<file path="config.mk">
export PLATFORM = sky130hd
export DESIGN_NAME = simon_host_ctrl
export DESIGN_NICKNAME = d
export VERILOG_FILES = /design/src/rtl/simon_host_ctrl.sv
export SDC_FILE = /design/constraint.sdc
export NUM_CORES = 1
export LEC_CHECK = 0
export CAP_MARGIN = 20
export CORE_MARGIN = 2
export CORE_UTILIZATION = 40
export DETAILED_ROUTE_END_ITERATION = 16
export PLACE_DENSITY_LB_ADDON = 0.3
export SLEW_MARGIN = 20
export SYNTH_ARGS = -nofsm -noshare
export SYNTH_HDL_FRONTEND = slang
export SYNTH_SLANG_ARGS = --single-unit
</file>
<file path="constraint.sdc">
create_clock -name clk -period 6.8 [get_ports clk]
set_input_delay 2.04 -clock clk [delete_from_list [all_inputs] [get_ports clk]]
set_output_delay 2.04 -clock clk [all_outputs]
set_load 0.01 [all_outputs]
</file>
<file path="src/rtl/simon_host_ctrl.sv">
`default_nettype none
//----------------------------------------------------------------------------
//  Module      : simon_host_ctrl
//  Description : Host-side initiator for the SIMON_9696 core handshake.
//                Takes keys and blocks from valid/ready streams and drives
//                the core through its four-phase handshake, one block at a
//                time. Each result goes into a DEPTH-entry FIFO, which is
//                presented on a valid/ready output stream.
//  Revision    : 1.0 - initial release
//----------------------------------------------------------------------------
module simon_host_ctrl #(
   parameter int N     = 48,
   parameter int M     = 2,
   parameter int DEPTH = 4
) (
   input  logic             clk,
   input  logic             R,
   // key stream
   input  logic             key_valid,
   input  logic [M*N-1:0]   key_in,
   output logic             key_ready,
   // block input stream
   input  logic             in_valid,
   input  logic [2*N-1:0]   in_block,
   input  logic             in_enc_dec,
   output logic             in_ready,
   // result output stream
   output logic             out_valid,
   output logic [2*N-1:0]   out_block,
   input  logic             out_ready,
   // core handshake
   output logic             newData,
   output logic             newKey,
   output logic             enc_dec,
   output logic             readData,
   output logic [2*N-1:0]   inData,
   output logic [M*N-1:0]   key,
   input  logic             loadData,
   input  logic             loadKey,
   input  logic             doneData,
   input  logic [2*N-1:0]   outData,
   output logic             busy
);

   localparam int c_PW = (DEPTH > 1) ? $clog2(DEPTH) : 1;
   localparam int c_CW = $clog2(DEPTH + 1);
   localparam logic [c_PW-1:0] c_PTR_ONE  = c_PW'(1);
   localparam logic [c_CW-1:0] c_CNT_ONE  = c_CW'(1);
   localparam logic [c_CW-1:0] c_CNT_FULL = c_CW'(DEPTH);

   typedef enum logic [2:0] {
      IDLE    = 3'd0,
      LOAD    = 3'd1,
      RUN     = 3'd2,
      READ    = 3'd3,
      RELEASE = 3'd4
   } dataState_t;

   typedef enum logic [0:0] {
      KIDLE = 1'b0,
      KLOAD = 1'b1
   } keyState_t;

   dataState_t r_state, w_stateNext;
   keyState_t  r_kState, w_kStateNext;

   logic                 r_keyLoaded;
   logic                 w_keyAccept;
   logic                 w_blkAccept;
   logic                 w_push;
   logic                 w_pop;
   logic                 w_full;

   logic [2*N-1:0]       r_mem [DEPTH];
   logic [c_PW-1:0]      r_wrPtr;
   logic [c_PW-1:0]      r_rdPtr;
   logic [c_PW-1:0]      w_rdNext;
   logic [c_CW-1:0]      r_count;

   // Stream handshakes; a pending key blocks block acceptance in the same cycle
   assign key_ready   = (r_kState == KIDLE) && (r_state == IDLE);
   assign in_ready    = (r_state == IDLE) && (r_kState == KIDLE) && r_keyLoaded && !key_valid;
   assign w_keyAccept = key_valid && key_ready;
   assign w_blkAccept = in_valid && in_ready;

   // FIFO status; a pop in the same cycle frees room for the push
   assign out_valid = (r_count != '0);
   assign w_full    = (r_count == c_CNT_FULL);
   assign w_pop     = out_valid && out_ready;
   assign w_push    = (r_state == RUN) && doneData && (!w_full || w_pop);
   assign w_rdNext  = r_rdPtr + c_PTR_ONE;

   assign busy = (r_state != IDLE) || (r_kState != KIDLE);

   // Key FSM state register
   always_ff @(posedge clk) begin
      if (R) r_kState <= KIDLE;
      else   r_kState <= w_kStateNext;
   end

   // Key FSM next state; newKey is held for the whole KLOAD phase
   always_comb begin
      w_kStateNext = r_kState;
      newKey       = 1'b0;
      case (r_kState)
         KIDLE: begin
            if (w_keyAccept) w_kStateNext = KLOAD;
         end
         KLOAD: begin
            newKey = 1'b1;
            if (loadKey) w_kStateNext = KIDLE;
         end
         default: w_kStateNext = KIDLE;
      endcase
   end

   // Data FSM state register
   always_ff @(posedge clk) begin
      if (R) r_state <= IDLE;
      else   r_state <= w_stateNext;
   end

   // Data FSM next state; readData covers READ and RELEASE so it drops on return to IDLE
   always_comb begin
      w_stateNext = r_state;
      newData     = 1'b0;
      readData    = 1'b0;
      case (r_state)
         IDLE: begin
            if (w_blkAccept) w_stateNext = LOAD;
         end
         LOAD: begin
            newData = 1'b1;
            if (loadData) w_stateNext = RUN;
         end
         RUN: begin
            if (w_push) w_stateNext = READ;
         end
         READ: begin
            readData = 1'b1;
            if (!doneData) w_stateNext = RELEASE;
         end
         RELEASE: begin
            readData    = 1'b1;
            w_stateNext = IDLE;
         end
         default: w_stateNext = IDLE;
      endcase
   end

   // Key and block holding registers; values stay stable for the whole handshake
   always_ff @(posedge clk) begin
      if (R) begin
         key         <= '0;
         inData      <= '0;
         enc_dec     <= 1'b0;
         r_keyLoaded <= 1'b0;
      end else begin
         if (w_keyAccept) begin
            key         <= key_in;
            r_keyLoaded <= 1'b0;
         end else if ((r_kState == KLOAD) && loadKey) begin
            r_keyLoaded <= 1'b1;
         end
         if (w_blkAccept) begin
            inData  <= in_block;
            enc_dec <= in_enc_dec;
         end
      end
   end

   // FIFO storage array; contents need no reset since count gates visibility
   always_ff @(posedge clk) begin
      if (w_push) r_mem[r_wrPtr] <= outData;
   end

   // FIFO pointers, occupancy and registered head
   always_ff @(posedge clk) begin
      if (R) begin
         r_wrPtr   <= '0;
         r_rdPtr   <= '0;
         r_count   <= '0;
         out_block <= '0;
      end else begin
         if (w_push) r_wrPtr <= r_wrPtr + c_PTR_ONE;
         if (w_pop)  r_rdPtr <= w_rdNext;
         case ({w_push, w_pop})
            2'b10:   r_count <= r_count + c_CNT_ONE;
            2'b01:   r_count <= r_count - c_CNT_ONE;
            default: r_count <= r_count;
         endcase
         // A push into a FIFO that is (or becomes) empty bypasses the array
         if (w_push && ((r_count == '0) || (w_pop && (r_count == c_CNT_ONE))))
            out_block <= outData;
         else if (w_pop)
            out_block <= r_mem[w_rdNext];
      end
   end

endmodule
`default_nettype wire

</file>
==> run_results.csv, run 1 <==
group,metric,value,unit
global_route,grt_start_max_net_pins,137,
clock_tree,ctsResizeCount,0,
floorplan,std_cell_rows,92,
layout,finish.utilization,54.75,%
floorplan,die_width,255.3,um
placed_design,buffer_ports.inserted,592,
global_route,globalRouteTotalUtil,21.18,%
floorplan,die-area,65180,um2
floorplan,placeableCoreArea,62740,um2
synth,synth_async_sr_flop_share,0,%
synth,synth-warning-count,0,
setup_path,critical_path.startpoint,"key_valid",
synth,post-synth-top-count-cell,"sky130_fd_sc_hd__nand2_1",
power,peakVddDrop,0.1861,mV
routing,per_cell_routed_wire_length,20.68,um
routing,drtAntennaViolNets,0,
clock_tree,post_cts_hold_buffer_count,0,
setup_path,critical_path.reg2reg.startpoint,"r_count[0]",
clock_tree,root_buffer,"sky130_fd_sc_hd__clkbuf_16",
synth,post_synth_inst_count,1960,
clock_tree,insertion_delay,0.61,ns
synth,total_nets_after_synthesis,2266,
routing,drt_first_pass_iters,5,
setup_path,critical_path_class,"primary input to output pin",
setup_path,critical_path_peak_fanout,5,
synth,netlist_area,25260,um2
setup_path,rr_endpoint,"r_mem[2][13]",
clock_tree,cts_tree,"built",
timing,layout_worst_path_cycle_share,82.73,%
routing,drt_iter0_drc,1517,
setup_path,cp_data_required_time,4.76,ns
synth,synth_area_per_cell,12.89,um2
setup_path,cp-start-kind,"primary input",
global_route,grt_pass1_wl,107100,um
placed_design,dp_hpwl,46010,um
setup_path,critical_path.endpoint,"in_ready",
power,powerDensity,308.7,nW/um2
timing,tightest_slew,1.048,ns
clock_tree,cts.htree.levels,3,
min_path,hold-path-cell-count,2,
layout,ff_latch_area,17560,um2
synth,synth_edf_count,384,
synth,synth.lib_cells_used.distinct,35,
layout,nNetsFinal,2808,
setup_path,crit_arrival,3.59,ns
timing,finalWorstPathRequiredPeriod,5.626,ns
run,drv_cap,0,
layout,nFillCells,5158,
global_route,first_global_vias,17353,
synth,synthTopCellsByCount,"580 x sky130_fd_sc_hd__nand2_1, 384 x sky130_fd_sc_hd__edfxtp_1, 301 x sky130_fd_sc_hd__dfxtp_1",
timing,timing.max_slew.rel_slack,30.11,%
setup_path,reg2regPathDepth,6,
setup_path,r2r_setup_slack,3.88,ns
synth,synthDominantCellAreaShare,45.65,%
timing,timing_max_transition_violations_final,0,
synth,synth.largest_area_cell,"sky130_fd_sc_hd__edfxtp_1",
synth,ys_top_cells_by_area,"sky130_fd_sc_hd__edfxtp_1 46%, sky130_fd_sc_hd__dfxtp_1 24%, sky130_fd_sc_hd__nand2_1 8.6%",
clock_tree,cts.sink_count,685,
global_route,globalRouteOverflowTotal,0,
timing,maxClockFrequency,177.7,MHz
timing,clock-skew-final,0.02315,ns
routing,vias,17471,
power,power.leakage,11.20,nW
timing,timing.setup.tns,0,ns
timing,final.hold.worst_slack,0.4520,ns
synth,dominant_synthesized_flop_cell,"sky130_fd_sc_hd__edfxtp_1",
floorplan,floorplan.io_pins,593,
synth,seq_area_frac_synth,69.50,%
global_route,grt_antenna_before_repair,17,
power,report.power.total,0.01060,W
layout,synthToLayoutAreaGrowth,35.98,%
setup_path,critical_path_capture_point_type,"output pin",
timing,unrepaired_setup_endpoints_after_global_routing,"no",
routing,remaining_drc_errors,0,
placed_design,gp_congestion,0.8850,
layout,area_occupied_by_multi_input_gates,7039,um2
routing,route.detailed.vias_per_inst,5.108,
synth,synth_seq_cells,685,
outcome,status,"complete, no violations",
min_path,worst_hold_path_type,"flop to flop",
clock_tree,cts_buffers,73,
layout,post_route_cells_drive_above_1_share,9.208,%
routing,route.final.wire_length,70710,um
floorplan,initial_utilization,40.27,%
timing,setup_violations,0,
clock_tree,clock_slew_at_reported_path_ffs,0.05,ns
clock_tree,postCtsSetupBuffers,0,
timing,report.final.hold_viol_count,0,
clock_tree,cts.path.max_buffers,3,
floorplan,height_of_the_die,255.3,um
flip-flops by register name (all words and copies together), names as in the netlist:
| signal | cells |
|---|---|
| enc_dec | 1 |
| inData | 96 |
| r_kState | 1 |
| r_mem | 384 |
| r_keyLoaded | 1 |
| out_block | 96 |
| r_wrPtr | 2 |
| r_rdPtr | 2 |
| key | 96 |
| r_count | 3 |
| r_state | 3 |
per-stage QoR:
step | setup slack [ns] | cell area, um2 | cells
floorplan | 1.529 | 25260 | 1960
global placement | 1.163 | 31820 | 3273
detailed placement | 1.184 | 31820 | 3273
CTS | 1.179 | 34320 | 3409
global route | 1.125 | 34350 | 3420
finish | 1.174 | 34350 | 3420
cell usage in the layout, fill, tap and decap left out, types with 4 or more instances in the layout:
master                            count
sky130_fd_sc_hd__dfxtp_1            299
sky130_fd_sc_hd__nand2_1            579
sky130_fd_sc_hd__a311oi_1            94
sky130_fd_sc_hd__clkbuf_8             6
sky130_fd_sc_hd__a211oi_1             4
sky130_fd_sc_hd__clkinv_2             9
sky130_fd_sc_hd__o21ai_0              6
sky130_fd_sc_hd__and2_4               5
sky130_fd_sc_hd__edfxtp_1           384
sky130_fd_sc_hd__clkdlybuf4s50_1    591
sky130_fd_sc_hd__buf_4               10
sky130_fd_sc_hd__clkinv_1             9
sky130_fd_sc_hd__clkbuf_1            18
sky130_fd_sc_hd__ha_1                 9
sky130_fd_sc_hd__xor2_1               4
sky130_fd_sc_hd__clkbuf_16           77
sky130_fd_sc_hd__a21oi_1            199
sky130_fd_sc_hd__mux4_2              96
sky130_fd_sc_hd__buf_12               6
sky130_fd_sc_hd__bufinv_16            8
sky130_fd_sc_hd__nor2_1             104
sky130_fd_sc_hd__inv_1                9
sky130_fd_sc_hd__diode_2             11
critical path, cell delays in order:
cell	delay [ns]
sky130_fd_sc_hd__clkdlybuf4s50_1	0.51
sky130_fd_sc_hd__nor3b_1	0.37
sky130_fd_sc_hd__clkdlybuf4s50_1	0.66
power by group:
| part | switching [W] | internal (W) | total, W |
|---|---|---|---|
| sequential | 0.000178 | 0.00461 | 0.00478 |
| combinational | 0.000835 | 0.000888 | 0.00172 |
| clock | 0.00163 | 0.00246 | 0.00409 |
| total | 0.00265 | 0.00796 | 0.0106 |
final cells by class:
cell class	instances	share of cell area, %
Timing Repair Buffer	608	17.83
Sequential cell	685	51.13
Multi-Input combinational cell	1125	20.49
Clock inverter	35	1.235
Clock buffer	101	6.046
Tap cell	846	3.082
Inverter	9	0.09835
Antenna cell	11	0.08013
worst min path at each step:
stage / to / slack, ns / from
floorplan: enc_dec / 0.48 / enc_dec
global placement: key[69] / 0.44 / key[69]
detailed placement: key[69] / 0.45 / key[69]
CTS: key[69] / 0.45 / key[69]
global route: key[79] / 0.47 / key[79]
finish: inData[31] / 0.45 / inData[31]
metal layers:
layer  vias up  share of wire, %  global-route usage, %
met5         -              0.11                      0
met4        12               2.7                  7.974
met3       114               6.6                  4.712
met2       628                51                  35.90
met1      8591                40                  26.53
li1       8126                 -                      -
cells by family after synthesis:
kind of cell    share of synthesized area [%]
mux                                     8.727
buf+inv                                 2.739
fa+ha+maj                              0.4458
compound gates                          7.439
flops                                   69.50
xor+xnor                               0.1733
simple gates                            10.98
No activity file was read; power rests on OpenSTA's default activity.
==> inputs of run 2 (changes only) <==
clock period = 4.7 ns   (was 6.8 ns; I/O delays follow)
==> run 2 against run 1 <==
  * Global-route usage decreased by 0.13 points
  * Critical path depth is the same
  * Die area stayed put
  * Sequential share of layout area decreased by 0.17 points
  * Core utilization grew 0.18 points
  * Clock power increased by 39%
  * Sequential power rose by 45%
  * Total power rose by 43%
  * Critical path type unchanged
  * Critical endpoint unchanged
  * Largest power group unchanged
==> run_results.csv, run 2 (synthesized netlist as in run 1, its figures left out) <==
group,metric,value,unit
outcome,status,"complete, no violations",
timing,setup_violations,0,
clock_tree,cts_buffers,72,
layout,area_occupied_by_multi_input_gates,7039,um2
setup_path,category_of_cells_accounting_for_the_largest_share_of_critical_path_delay,"buffers and inverters",
routing,route.detailed.vias_per_inst,5.115,
global_route,globalRouteTotalUtil,21.05,%
power,report.power.total,0.01511,W
setup_path,critPathMaxStageDelay,0.63,ns
clock_tree,post_cts_hold_buffer_count,0,
clock_tree,root_buffer,"sky130_fd_sc_hd__clkbuf_16",
timing,tightest_slew,1.061,ns
global_route,grt_use_met3,6.379,%
placed_design,buffer_ports.inserted,592,
clock_tree,postCtsSetupBuffers,0,
clock_tree,insertion_delay,0.60,ns
setup_path,timing.critical_path.cells,"clkdlybuf4s50_1 > nor3b_1 > clkdlybuf4s50_1",
setup_path,cp_data_required_time,3.29,ns
routing,drt_first_pass_iters,5,
min_path,whs_endpoint,"key[84]",
floorplan,initial_utilization,40.27,%
setup_path,reg2regPathDepth,6,
setup_path,critical_path.n_buffers_inverters,2,
layout,leading_cell_types_in_the_layout_fill_and_taps_excluded,"591 x sky130_fd_sc_hd__clkdlybuf4s50_1, 579 x sky130_fd_sc_hd__nand2_1, 384 x sky130_fd_sc_hd__edfxtp_1",
timing,clock-skew-final,0.02081,ns
timing,maxClockFrequency,226.0,MHz
setup_path,path_common_cell,"sky130_fd_sc_hd__clkdlybuf4s50_1",
timing,timing.max_slew.rel_slack,29.25,%
global_route,grt_antenna_before_repair,27,
floorplan,die_width,255.3,um
global_route,grt_pass1_wl,106000,um
layout,post_route_cells_drive_above_1_share,9.654,%
clock_tree,cts.htree.levels,3,
layout,finish.utilization,54.94,%
layout,nNetsFinal,2819,
global_route,first_global_vias,17342,
routing,remaining_drc_errors,0,
min_path,min-delay-start,"key[84]",
timing,layout_worst_path_cycle_share,94.14,%
setup_path,crit_arrival,3.01,ns
timing,final.hold.worst_slack,0.4515,ns
timing,report.final.hold_viol_count,0,
setup_path,critical_path.reg2reg.startpoint,"r_count[0]",
power,peakVddDrop,0.3376,mV
floorplan,std_cell_rows,92,
placed_design,preCtsSetupSlack,0.1906,ns
layout,largest_register_ffs,384,
min_path,worst_hold_path_type,"flop to flop",
global_route,grt_util_met2,34.45,%
layout,nFillCells,5145,
global_route,globalRouteOverflowTotal,0,
clock_tree,clock_slew_at_reported_path_ffs,0.05,ns
timing,timing_max_transition_violations_final,0,
clock_tree,cts_tree,"built",
run,drv_cap,0,
setup_path,rr_endpoint,"r_mem[3][88]",
routing,per_cell_routed_wire_length,20.62,um
routing,route.final.wire_length,70710,um
routing,drtAntennaViolNets,0,
layout,ff_latch_area,17560,um2
setup_path,crit_slowest_cell,"sky130_fd_sc_hd__clkdlybuf4s50_1",
routing,vias,17539,
power,power.leakage,11.25,nW
timing,finalWorstPathRequiredPeriod,4.425,ns
setup_path,critical_path_peak_fanout,2,
global_route,grt.met1_usage,25.10,%
placed_design,gp_congestion,0.9044,
timing,finalWorstSetupSlack,0.2754,ns
power,powerDensity,438.4,nW/um2
layout,largest-register,"r_mem",
placed_design,dp_hpwl,45780,um
layout,synthToLayoutAreaGrowth,36.43,%
layout,layout.cells.most_common,"sky130_fd_sc_hd__clkdlybuf4s50_1",
timing,unrepaired_setup_endpoints_after_global_routing,"no",
timing,timing.setup.tns,0,ns
floorplan,placeableCoreArea,62740,um2
clock_tree,cts.sink_count,685,
setup_path,critical_path_class,"primary input to output pin",
floorplan,die-area,65180,um2
global_route,top_usage_layer,"met2",
setup_path,cp-start-kind,"primary input",
setup_path,critical_path_capture_point_type,"output pin",
min_path,hold-path-cell-count,2,
clock_tree,cts.path.max_buffers,3,
floorplan,height_of_the_die,255.3,um
routing,drt_iter0_drc,1344,
global_route,grt_start_max_net_pins,143,
clock_tree,ctsResizeCount,0,
floorplan,floorplan.io_pins,593,
setup_path,r2r_setup_slack,2.08,ns
==> run 2: changes by cell type in the layout (fill, tap and decap cells not counted), moves of 3 or more <==
cell                        previous run  this run
sky130_fd_sc_hd__buf_12                6        15
sky130_fd_sc_hd__buf_4                10        13
sky130_fd_sc_hd__bufinv_16             8         5
sky130_fd_sc_hd__clkbuf_16            77        73
sky130_fd_sc_hd__clkbuf_8              6        14
sky130_fd_sc_hd__clkinv_1              9         4
sky130_fd_sc_hd__diode_2              11        14
==> run 2: cell type report <==
type                       count  area share (%)
sequential                   685           50.96
multi-input combinational   1125           20.42
timing repair buffer         620           18.36
clock buffer                 104           6.045
tap                          846           3.071
clock inverter                26          0.9330
antenna                       14          0.1017
inverter                       9         0.09802
==> run 2: tightest hold or removal path: stages (launching register included) <==
cell and delay, ns:
sky130_fd_sc_hd__dfxtp_1 0.30, sky130_fd_sc_hd__nand2_1 0.05, sky130_fd_sc_hd__a21oi_1 0.05
==> run 2: worst max-delay path by stage <==
stage / startpoint / end / slack (ns) / depth (start not counted)
after detailed placement: key_valid / in_ready / 0.19 / 3
after floorplan: doneData / r_mem[1][0] / 0.06 / 3
after global placement: key_valid / in_ready / 0.19 / 3
after global routing: key_valid / in_ready / 0.17 / 3
final: key_valid / in_ready / 0.28 / 3
after CTS: key_valid / in_ready / 0.18 / 3
==> run 2: where the power goes <==
group	total, W	internal, W	switching [W]
clock	0.00569	0.00338	0.00231
sequential	0.00694	0.00666	0.000276
combinational	0.00248	0.00129	0.00118
==> run 2: routing by layer <==
| layer | up-vias | part of all wire (%) |
|---|---|---|
| met4 | 26 | 4.3 |
| met5 | - | 0.25 |
| li1 | 8160 | - |
| met1 | 8595 | 39 |
| met2 | 606 | 49 |
| met3 | 152 | 7.6 |
==> run 2: through the flow <==
| stage | area, um2 | std cells |
|---|---|---|
| after floorplan | 25260 | 1960 |
| after global placement | 32020 | 3285 |
| after detailed placement | 32020 | 3285 |
| after CTS | 34430 | 3415 |
| after global routing | 34460 | 3428 |
| final | 34460 | 3429 |
